$ cat src/rtl/cache_arbiter.sv
// cache_arbiter: round-robin arbiter that lets an instruction cache and a data
// cache share one downstream line port (L2 / physical memory). A grant holds
// until the downstream completion pulse arrives; transfers cannot be aborted.
module cache_arbiter #(
    parameter int LINE_WIDTH = 256,
    parameter int ADDR_WIDTH = 32
) (
    input  logic                  clk,
    input  logic                  rst,

    // Instruction-cache side
    input  logic                  i_read,
    input  logic                  i_write,
    input  logic [ADDR_WIDTH-1:0] i_address,
    input  logic [LINE_WIDTH-1:0] i_wdata,
    output logic [LINE_WIDTH-1:0] i_rdata,
    output logic                  i_resp,

    // Data-cache side
    input  logic                  d_read,
    input  logic                  d_write,
    input  logic [ADDR_WIDTH-1:0] d_address,
    input  logic [LINE_WIDTH-1:0] d_wdata,
    output logic [LINE_WIDTH-1:0] d_rdata,
    output logic                  d_resp,

    // Downstream side
    output logic                  mem_read,
    output logic                  mem_write,
    output logic [ADDR_WIDTH-1:0] mem_address,
    output logic [LINE_WIDTH-1:0] mem_wdata,
    input  logic [LINE_WIDTH-1:0] mem_rdata,
    input  logic                  mem_resp
);

    localparam logic [1:0] IDLE    = 2'd0;
    localparam logic [1:0] GRANT_I = 2'd1;
    localparam logic [1:0] GRANT_D = 2'd2;

    logic [1:0] state;
    logic [1:0] state_next;
    logic       last_d;       // 1 when the most recent grant went to the data cache
    logic       last_d_next;

    logic i_pending;
    logic d_pending;

    assign i_pending = i_read | i_write;
    assign d_pending = d_read | d_write;

    // Choose the next grant; on contention favour whoever was not served last.
    always_comb begin
        // NOTE: every output of this block gets a default first, so no path can leave it unassigned and infer a latch.
        state_next  = state;
        last_d_next = last_d;
        case (state)
            IDLE: begin
                if (d_pending && (!i_pending || !last_d)) begin
                    state_next  = GRANT_D;
                    last_d_next = 1'b1;
                end else if (i_pending) begin
                    state_next  = GRANT_I;
                    last_d_next = 1'b0;
                end
            end
            GRANT_I: begin
                if (mem_resp) state_next = IDLE;
            end
            GRANT_D: begin
                if (mem_resp) state_next = IDLE;
            end
            default: state_next = IDLE;
        endcase
    end

    // State and round-robin pointer registers, synchronous reset.
    always_ff @(posedge clk) begin
        // NOTE: sequential state is written with non-blocking assignments so every register samples pre-edge values.
        if (rst) begin
            state  <= IDLE;
            last_d <= 1'b0;
        end else begin
            state  <= state_next;
            last_d <= last_d_next;
        end
    end

    // Mirror the granted requester onto the downstream port; quiet when idle.
    always_comb begin
        mem_read    = 1'b0;
        mem_write   = 1'b0;
        mem_address = '0;
        mem_wdata   = '0;
        case (state)
            GRANT_I: begin
                mem_read    = i_read;
                mem_write   = i_write;
                mem_address = i_address;
                mem_wdata   = i_wdata;
            end
            GRANT_D: begin
                mem_read    = d_read;
                mem_write   = d_write;
                mem_address = d_address;
                mem_wdata   = d_wdata;
            end
            default: ;
        endcase
    end

    // Completion goes only to the granted side; a reset cycle swallows it so a
    // discarded transfer never reports completion.
    assign i_resp = (state == GRANT_I) && mem_resp && !rst;
    assign d_resp = (state == GRANT_D) && mem_resp && !rst;

    // Read data is broadcast; the resp pulse says which side it belongs to.
    assign i_rdata = mem_rdata;
    assign d_rdata = mem_rdata;

endmodule

$ cat config.mk
export PLATFORM = sky130hd
export DESIGN_NAME = cache_arbiter
export DESIGN_NICKNAME = d
export VERILOG_FILES = /design/src/rtl/cache_arbiter.sv
export SDC_FILE = /design/constraint.sdc
export NUM_CORES = 1
export LEC_CHECK = 0
export CORE_AREA = 4 4 632 634
export CTS_CLUSTER_SIZE = 30
export DETAILED_ROUTE_END_ITERATION = 10
export DIE_AREA = 0 0 636 638
export SYNTH_ARGS = -nofsm -noshare
export SYNTH_HDL_FRONTEND = slang
export SYNTH_SLANG_ARGS = --single-unit
$ cat constraint.sdc
create_clock -name clk -period 1.7 [get_ports clk]
set_input_delay 0.255 -clock clk [delete_from_list [all_inputs] [get_ports clk]]
set_output_delay 0.255 -clock clk [all_outputs]
set_load 0.02 [all_outputs]
# --- Yosys cells after proc, flatten, opt, wreduce, memory -nomap -nowiden ---
# Cells that the tools add are included.
totals:
  reg_bits: 3
classes:
  bitwise_logic: 2
  n_mux: 10
  n_reduce_logical: 14
  n_eq_ne: 4
op_table:
  columns: ["operator", "n"]
  rows:
  - ["$pmux 256 s2", 1]
  - ["$pmux 32 s2", 1]
  - ["$mux 2", 3]
  - ["$logic_and 1x1->1", 5]
  - ["$pmux 1 s2", 2]
  - ["$pmux 2 s2", 1]
  - ["$reduce_and 2->1", 2]
  - ["$logic_not 1->1", 3]
  - ["$ne 3x3->1 const B", 1]
  - ["$eq 2x1->1 const B", 1]
  - ["$eq 2x2->1 const B", 1]
  - ["$logic_not 2->1", 1]
  - ["$mux 1", 2]
  - ["$ne 2x1->1 const B", 1]
  - ["$or 1x1->1", 2]
  - ["$reduce_bool 2->1", 1]
  - ["$reduce_or 2->1", 1]
  - ["$logic_or 1x1->1", 1]

# --- Longest topological paths before layout ---
# Gate-level depths: netlist of the first run.
logic_depth:
  depth_word: 6
  mapped_depth: 6
  depth_no_buf: 5

# --- Worst setup path before layout of the first run ---
# No wires, ideal clock.
synth_path:
  kind: "reg-to-output"
  start: "register state[0]"
  end: "output mem_address[0]"
  slack_ps: -8
  t_required_ps: 1445
  stages_incl_launch_ff: 6
  t_arrival_ps: 1453
  cell_sequence: "dfxtp_1 inv_1 ha_1 buf_6 clkbuf_1 nor2b_1"
synth_via:
  elab_chain_cells: 2
  word_cells_on_any_way: 3
  cone_classes: "eq/ne (2); mux (1)"
synth_lines:
  columns: ["item", "line_no", "text"]
  rows:
  - ["from (decl)", "40", "logic [1:0] state;"]
  - ["from (signal assigned)", "83", "state <= state_next;"]
  - ["$eq 2x2->1 or $eq 2x1->1 (tied branches)", "94", "case (state)"]
  - ["$pmux 32 s2 (*)", "94", null]
  - ["to (decl)", "30", "output logic [ADDR_WIDTH-1:0] mem_address,"]
# Mark *: on every way between the ends. The rest lies on a longest branch, timed or not.

# --- Final worst setup path of the first run ---
layout_path:
  start: "register state[1]"
  end: "output mem_wdata[198]"
layout_via:
  elab_chain_cells: 2
  word_cells_on_any_way: 3
  cone_classes: "eq/ne (2); mux (1)"
layout_lines:
  columns: ["item", "line_no", "text"]
  rows:
  - ["$eq 2x2->1 or $eq 2x1->1 (tied branches)", "94", null]
  - ["$pmux 256 s2 (*)", "94", null]
  - ["to (decl)", "31", "output logic [LINE_WIDTH-1:0] mem_wdata,"]
# Marked as above.

==> results by stage, run 1 <==
Global route:
- Entering global routing, the biggest net connects 73 pins.
- In the global route stage, overall resource usage came out at 16.8%.
- The total congestion overflow is 0.
- The global-route wire length before repair is just under 400,000 microns.
- The number of antenna violations at the first check in global routing is 316.
- The number of global-route vias before repair is 11,624.

Die:
- 1,643 I/O pins were placed.
- The area of the placeable core is 394,000 sq um.
- The initial utilization of the core area, before any placement, comes to 2.21%.
- The placement row count is ~230.
- The floorplan step defined a die boundary enclosing between 400,000 and 500,000 sq um.
- The die width is 636 microns.
- From bottom edge to top edge, the die measures ~640 microns.

Run:
- Across the run, the number of max-cap violations was 0.

Hold path:
- The critical hold path startpoint is last_d$_SDFFE_PP0P_.
- The path category of the worst min-delay check is register to register.
- The worst hold path terminates at last_d$_SDFFE_PP0P_.
- Along the worst hold path, the cell count comes to 2.

Worst setup path:
- The data arrival time of the critical path is 2300 ps.
- In this run the worst path has a maximum fanout of 5.
- The worst setup path is of the register to output port kind.
- The startpoint type of the worst setup path is a register.
- The most repeated library cell on the critical path is sky130_fd_sc_hd__buf_12.
- The count of cells along the worst register-to-register path is 7.
- Traced cell by cell, the critical path runs through inv_2, buf_6, ha_4, buf_12, buf_12, buf_12, buf_16, a22oi_2, nor2b_2, buf_12.
- The start of the worst register-to-register path is state[0]$_SDFFE_PP0P_.
- The largest individual stage delay along the critical path comes from the cell sky130_fd_sc_hd__a22oi_2.
- The worst register-to-register path ends at state[0]$_SDFFE_PP0P_.
- The critical path capture point type is an output port.
- The launch point of the critical path is state[1]$_SDFFE_PP0P_.
- The critical path's largest stage delay is 580 ps.
- The setup slack on the worst flop-to-flop path is 20 ps.
- At the worst endpoint, the required time is 1440 ps.

Place:
- The number of placed cells counting well taps is 6,789.
- The HPWL after detailed placement is approximately 340,000 microns.
- The last weighted congestion value of the routability-driven placer is 1.02.
- The count of input and output buffers is 874.

Synth:
- The post-synthesis average cell area is 7.18 sq um.
- Summed over all instances, the cell type with the most area after synthesis is sky130_fd_sc_hd__buf_4.
- The synthesized net count is 2,058.
- Synthesis instantiated 25 different standard cells from the library.
- Summing every instance area after synthesis gives 8730 sq um.
- The top cell type's share of synthesized area is 45.3%.
- By area the synthesized netlist is led by sky130_fd_sc_hd__buf_4 45%, sky130_fd_sc_hd__a22oi_1 25%, sky130_fd_sc_hd__nor2b_1 21%.
- During synthesis, Yosys emitted a total of 0 warnings.
- The part of the Yosys area used for sequential elements is 0.688%.
- The synthesized design contains 3 register bits.
- The cell count after synthesis came out at 1,216.

Clocking:
- The total clock sinks is 3.
- The depth of the CTS H-tree is 1.
- The clock tree from TritonCTS is yes.
- The quantity of hold-fixing buffers added after cts is 0.
- The clock insertion delay at the later pin of the skew report is 230 ps.
- The CTS clock-pin slew for the worst setup and hold paths is 30 ps.
- The tree is rooted in a sky130_fd_sc_hd__clkbuf_16.
- The number of clock buffers added by TritonCTS is 3.
- The maximum buffer depth of the clock tree is 2.

STA:
- Setup violations remaining at the end of the flow were counted as 292.
- The worst clock skew is 0.700 ps.
- The final worst-path cycle share is 150%.
- For the final routed database, the setup TNS stands at -165,370 ps.
- The worst setup margin is -852 ps.
- The number of pins exceeding their max-slew limit in the final report is 0.
- Timing would allow up to 392 MHz.
- Hold timing on the final database bottoms out at a slack of 473 ps.
- Setup repair after global routing could not meet its margin everywhere.
- The worst slew slack as a fraction of its limit is 41.2%.
- The final hold violation count is 0.
- Subtracting the final worst setup slack from the clock period gives 2550 ps.
- The measured slew at the worst slew-check pin is 882 ps.

Route:
- Summing over every cut layer, the via total after detailed routing is 13,577.
- After detailed routing, the average wire length per cell comes to around 52 microns.
- The count of nets left with antenna violations once routing finished came out at 0.
- The number of DRC violations after detailed routing is 0.
- The total wire length is roughly 360,000 microns.
- The number of DRC markers in iteration 0 is 1,175.
- The length of the first detailed-routing pass in iterations is 6.
- Dividing the detail-routed via count by the number of cells gives 1.97.

Final layout:
- In the final layout, the share of cells above drive strength 1 is 51.2%.
- The final core area utilization is 6.41%.
- In the final design database the tool counted between 2,000 and 2,500 nets.
- In the layout the commonest cells are 592 x sky130_fd_sc_hd__clkdlybuf4s50_1, 288 x sky130_fd_sc_hd__nor2b_2, 265 x sky130_fd_sc_hd__buf_12.
- The most common library cell in the layout ignoring fill and taps is sky130_fd_sc_hd__clkdlybuf4s50_1.
- The post-route non-filler standard cell count is roughly 6,900.
- Compared with the post-synthesis result, the final layout area differs by 189%.

Power and ir drop:
- The sum of internal, switching and leakage power is 14.5 mW.
- The worst IR drop on VDD is 300 uV.
- In this run the static leakage power is between 6 and 7 nW.
- Power spread over the standard cell area amounts to 573 nW/um^2.

Status:
- The flow ran to the end, but the final reports show violations.
- The checks that failed: setup timing.
-- worst max-delay path, delay by kind of cell (launching register included) --
kind	cells	cell delay [ps]
AOI/OAI and AO/OA	1	580
DFF	1	320
and+or+nand+nor	1	120
buffers and inverters	7	850
adders and majority gates	1	150
-- power by group --
group,internal [mW],switching (mW),total (mW)
Combinational,6.87,7.15,14.0
Sequential,0.0869,0.00956,0.0964
Clock,0.310,0.0672,0.377
Total,7.27,7.22,14.5
-- synthesized netlist by cell type, drive strengths merged --
cell / number
nand3: 2
o2111ai: 1
a21oi: 1
nor2: 1
clkbuf: 41
nand4b: 1
a22oi: 290
o21ai: 2
inv: 2
nor4: 1
nand2: 3
ha: 3
a31oi: 2
and3b: 2
and2b: 1
or2b: 1
dfxtp: 3
nor2b: 290
or2: 1
buf: 567
nand3b: 1
-- logic make-up after synthesis --
group / share of synthesized area (%)
AND/OR/NAND/NOR: 21.8
adder cells (fa/ha/maj): 0.430
buffers and inverters: 51.7
AO/OA/AOI/OAI: 25.4
flip-flops: 0.688
-- routing by layer --
metal  up-vias  part of all wire [%]  global-route usage (%)
met5         -                  0.35                   0.744
met4       138                   3.0                    3.41
met3       777                    29                    22.9
met2      2401                    44                    26.7
met1      5741                    24                    11.6
li1       4520                     -                       -
-- timing repair --
| item | 4_1_cts | 5_1_grt |
|---|---|---|
| resized for setup | 173 | 140 |
| pin swaps | 9 | 10 |
| gates cloned | 3 | 19 |
| buffers inserted | 15 | 29 |
| setup endpoints to repair | 292 | 292 |
-- flip-flops by register name, summed over array words and instances (netlist names) --
signal / cells
state: 2
last_d: 1
-- area by class of cell --
class | instances | area [sq um]
multi-input cells | 603 | 5510
flip-flops and latches | 3 | 62.6
fillers | 46330 | 369000
inverters | 2 | 7.51
diodes | 46 | 115
clock buffers | 4 | 78.8
well taps | 5242 | 6560
repair buffers | 1001 | 12900
-- worst max-delay path by stage --
stage,cells after the start,to
2_1_floorplan,5,mem_address[0]
3_3_place_gp,9,mem_address[19]
3_5_place_dp,9,mem_address[19]
4_1_cts,9,mem_address[19]
5_1_grt,9,mem_address[19]
6_report,10,mem_wdata[198]
-- per-stage QoR --
step	setup slack [ps]	area [sq um]
finish	-852	25300
global route	-886	25200
detailed placement	-1190	23500
CTS	-803	24000
floorplan	81.0	9460
global placement	-1190	23500
(Power assumes the default switching activity.)
==> inputs of run 2 (changes only) <==
Settings changed: GPL_TIMING_DRIVEN set to 1.
==> results of run 2 <==
Final layout, timing and power as in run 1 (identical DEF).
==> inputs of run 3 (changes only) <==
--- a/config.mk
+++ b/config.mk
@@ -11,4 +11,5 @@
 export DIE_AREA = 0 0 636 638
 export GPL_TIMING_DRIVEN = 1
+export PLACE_DENSITY = 0.3
 export SYNTH_ARGS = -nofsm -noshare
 export SYNTH_HDL_FRONTEND = slang
==> constraint.sdc (replaced) <==
create_clock -name clk -period 1.7 [get_ports clk]
set_input_delay 0.51 -clock clk [delete_from_list [all_inputs] [get_ports clk]]
set_output_delay 0.51 -clock clk [all_outputs]
set_load 0.02 [all_outputs]
==> run 3 against run 2 <==
The flow still finishes with violations (setup timing). Combinational power up 16%. Cell count up 0.64%. Via count down 6.3%. Sequential cell count unchanged.
==> results by stage, run 3 (synthesis results as in run 1) <==
Route:
- The number of nets still failing antenna checks after routing is 0 (unchanged).
- The length of the first detailed-routing pass in iterations is 5 (-1).
- The mean routed wirelength per cell is 35.9 microns (-31%).
- The number of DRC violations after detailed routing was 0 (unchanged).
- The detailed-route vias per instance is 1.83 (-6.9%).
- The number of DRC markers in iteration 0 is 845 (-28%).
- The total wire length is 250,000 microns (-31%).
- The number of vias after detailed routing is 12,716 (-6.3%).

Power and ir drop:
- The clock share of power came to 2.2% (-0.4 points).
- The share of total power in sequential cells came to 0.6% (about the same).
- The worst IR drop on VDD is 326 uV (+8.7%).
- The switching component of the power was 7.97 mW (+10%).
- The power per standard cell area is 625 nW/um^2 (+9.0%).
- The internal power contribution is 8.77 mW (+21%).
- The static power due to leakage was 7.17 nW (+10%).
- The fraction of power spent switching nets is 47.6% (-2.2 points).
- The combinational share of power was 97.1% (+0.4 points).

Worst setup path:
- The number of buffer and inverter stages on the critical path came to 4 (-3).
- The setup slack on the worst flop-to-flop path is -70 ps (-90 ps).
- The kind of cell with the highest combined delay on the critical path is buffers and inverters.
- The slowest stage of the critical path is the sky130_fd_sc_hd__a22oi_1 cell.
- The biggest fanout along the worst timing path is 8 (+3).
- The data required time at the worst endpoint is 1190 ps (-250 ps).
- The critical path capture point type is an output port.
- Traced cell by cell, the critical path runs through buf_6, ha_4, buf_12, buf_16, a22oi_1, nor2b_2, buf_12.
- The most repeated library cell on the critical path is sky130_fd_sc_hd__buf_12.
- The critical path's largest stage delay is 530 ps (-50 ps).
- The setup path with the least slack is of type register to output port.
- The data arrival time of the critical path is 2050 ps (-250 ps).
- STA classifies the critical path startpoint as a register.

Final layout:
- The count of nets after finishing is 2,519 (+2.6%).
- The final cell area excluding filler cells came to 26,800 sq um (+6.0%).
- The fraction of final layout cells with drive strength greater than 1 is 56.3% (+5.1 points).
- The post-route non-filler standard cell count is 6,945 (+0.64%).
- In the final layout, the registers with the most flip-flops are state: 2 flops, last_d: 1 flops.
- The final core area utilization was 6.79% (+0.38 points).
- The relative area change from synthesis to final layout is 207%.
- The number of flip-flops under the largest register name is 2 (unchanged).
- In the layout the commonest cells are 581 x sky130_fd_sc_hd__clkdlybuf4s50_1, 257 x sky130_fd_sc_hd__buf_12, 159 x sky130_fd_sc_hd__a22oi_2.
- The most common library cell in the layout ignoring fill and taps is sky130_fd_sc_hd__clkdlybuf4s50_1.
- The top register by number of flip-flops is state.

Place:
- The count of input and output buffers is 874 (unchanged).
- The placement-stage cell area was 24,100 sq um (+2.9%).
- The HPWL after detailed placement is 229,000 microns (-33%).
- The number of placed cells counting well taps is 6,839 (+0.74%).
- The last weighted congestion value of the routability-driven placer is 0.884 (-13%).

Clocking:
- The TritonCTS buffer count is 3 (unchanged).
- The total clock sinks was 3 (unchanged).
- The CTS clock-pin slew for the worst setup and hold paths is 30 ps (about the same).
- The depth of the CTS H-tree is 1 (unchanged).
- The cell at the root of the clock tree is sky130_fd_sc_hd__clkbuf_16.
- The clock insertion delay at the later pin of the skew report is 230 ps (about the same).
- The maximum buffer depth of the clock tree is 2 (unchanged).
- The clock tree from TritonCTS is yes.

Status:
- The final reports fail on setup timing.
- The flow ran to the end, but the final reports show violations.

STA:
- The worst clock skew was 0.587 ps (-0.113 ps).
- Setup repair after global routing could not meet its margin everywhere.
- The highest clock frequency the design can meet is 390 MHz (-0.48%).
- The final worst-path cycle share is 151% (+0.73 points).
- The measured slew at the worst slew-check pin is 668 ps (-214 ps).
- The setup violation total in the final timing report was 294 (+0.68%).
- The worst setup margin is -864 ps (-12.4 ps).
- The final hold violation count was 0 (unchanged).
- The final sum of negative setup slack came to -195,630 ps (-30,260 ps).
- The final critical path time including I/O delays and setup is 2560 ps (+12.4 ps).
- The number of pins exceeding their max-slew limit in the final report is 0 (unchanged).
- The worst slew slack as a fraction of its limit is 55.5% (+14 points).

Global route:
- The global-route wire length before repair is 275,000 microns (-29%).
- The total congestion overflow is 0 (unchanged).
- The maximum number of pins on one net before global-route repair is 50 (-32%).
- The global routing usage summed across all routing layers is 11.6% (-5.2 points).
- The number of global-route vias before repair was 12,302 (+5.8%).
- The number of antenna violations at the first check in global routing is 219 (-31%).

Die:
- The die outline area came to 406,000 sq um (unchanged).
- The die extent in y is 638 microns (unchanged).
- The area of the placeable core is 394,000 sq um (unchanged).
- The placement row count is 231 (unchanged).
- The count of pins on the block boundary is 1,643 (unchanged).
- The die width came to 636 microns (unchanged).
- The starting density of the core is 2.21% (unchanged).

Hold path:
- The worst hold path belongs to the class register to register.

Run:
- The max-cap check violation count is 0 (unchanged).
[run 3: cell type report]
cell class | instances | area (sq um)
multi-input cells | 603 | 6390
fillers | 46253 | 367000
well taps | 5242 | 6560
flip-flops and latches | 3 | 67.6
repair buffers | 1064 | 13600
diodes | 27 | 67.6
inverters | 2 | 12.5
clock buffers | 4 | 78.8
[run 3: power groups by stage]
stage	logic, mW	registers (mW)	clock network, mW
after floorplan	6.84	0.0987	0
final	16.3	0.107	0.376
after CTS	15.4	0.104	0.380
after global routing	17.1	0.110	0.389
after detailed placement	12.9	0.103	0
after global placement	12.9	0.104	0
[run 3: per-layer routing]
metal	track usage, %	vias to the layer above	routed length (microns)	part of all wire (%)
met5	0.945	-	870	0.35
met4	2.29	94	7750	3.1
met3	12.0	522	55100	22
met2	19.0	1841	114000	46
met1	9.73	5637	72100	29
li1	-	4622	-	-
[run 3: tightest hold or removal path, delay by kind of cell (launching register included)]
family / cells / cell delay [ps]
DFF: 1 / 310
and+or+nand+nor: 1 / 60
AOI/OAI and AO/OA: 1 / 50
[run 3: metrics by stage]
step	worst slack [ps]	hold WS, ps	power, mW
6_report	-864	466	16.7
5_1_grt	-858	499	17.6
4_1_cts	-826	468	15.9
3_5_place_dp	-1020	461	13.0
3_3_place_gp	-1030	449	13.0
2_1_floorplan	-55.5	435	6.94
[run 3: final timing paths]
| path | startpoint | endpoint | cells past startpoint |
|---|---|---|---|
| setup reg to reg | state[1]$_SDFFE_PP0P_ | state[0]$_SDFFE_PP0P_ | 7 |
| hold reg to reg | last_d$_SDFFE_PP0P_ | last_d$_SDFFE_PP0P_ | 2 |
| hold / removal | last_d$_SDFFE_PP0P_ | last_d$_SDFFE_PP0P_ | 2 |
| setup / recovery | state[1]$_SDFFE_PP0P_ | mem_wdata[29] | 7 |
[run 3: what timing repair did]
| item | 4_1_cts | 5_1_grt |
|---|---|---|
| endpoints found under the setup margin | 294 | 294 |
| pin swaps | 1 | 5 |
| hold buffers | 0 | 0 |
| cloned | 15 | 16 |
| gates resized for setup | 358 | 214 |
| buffers inserted | 29 | 20 |
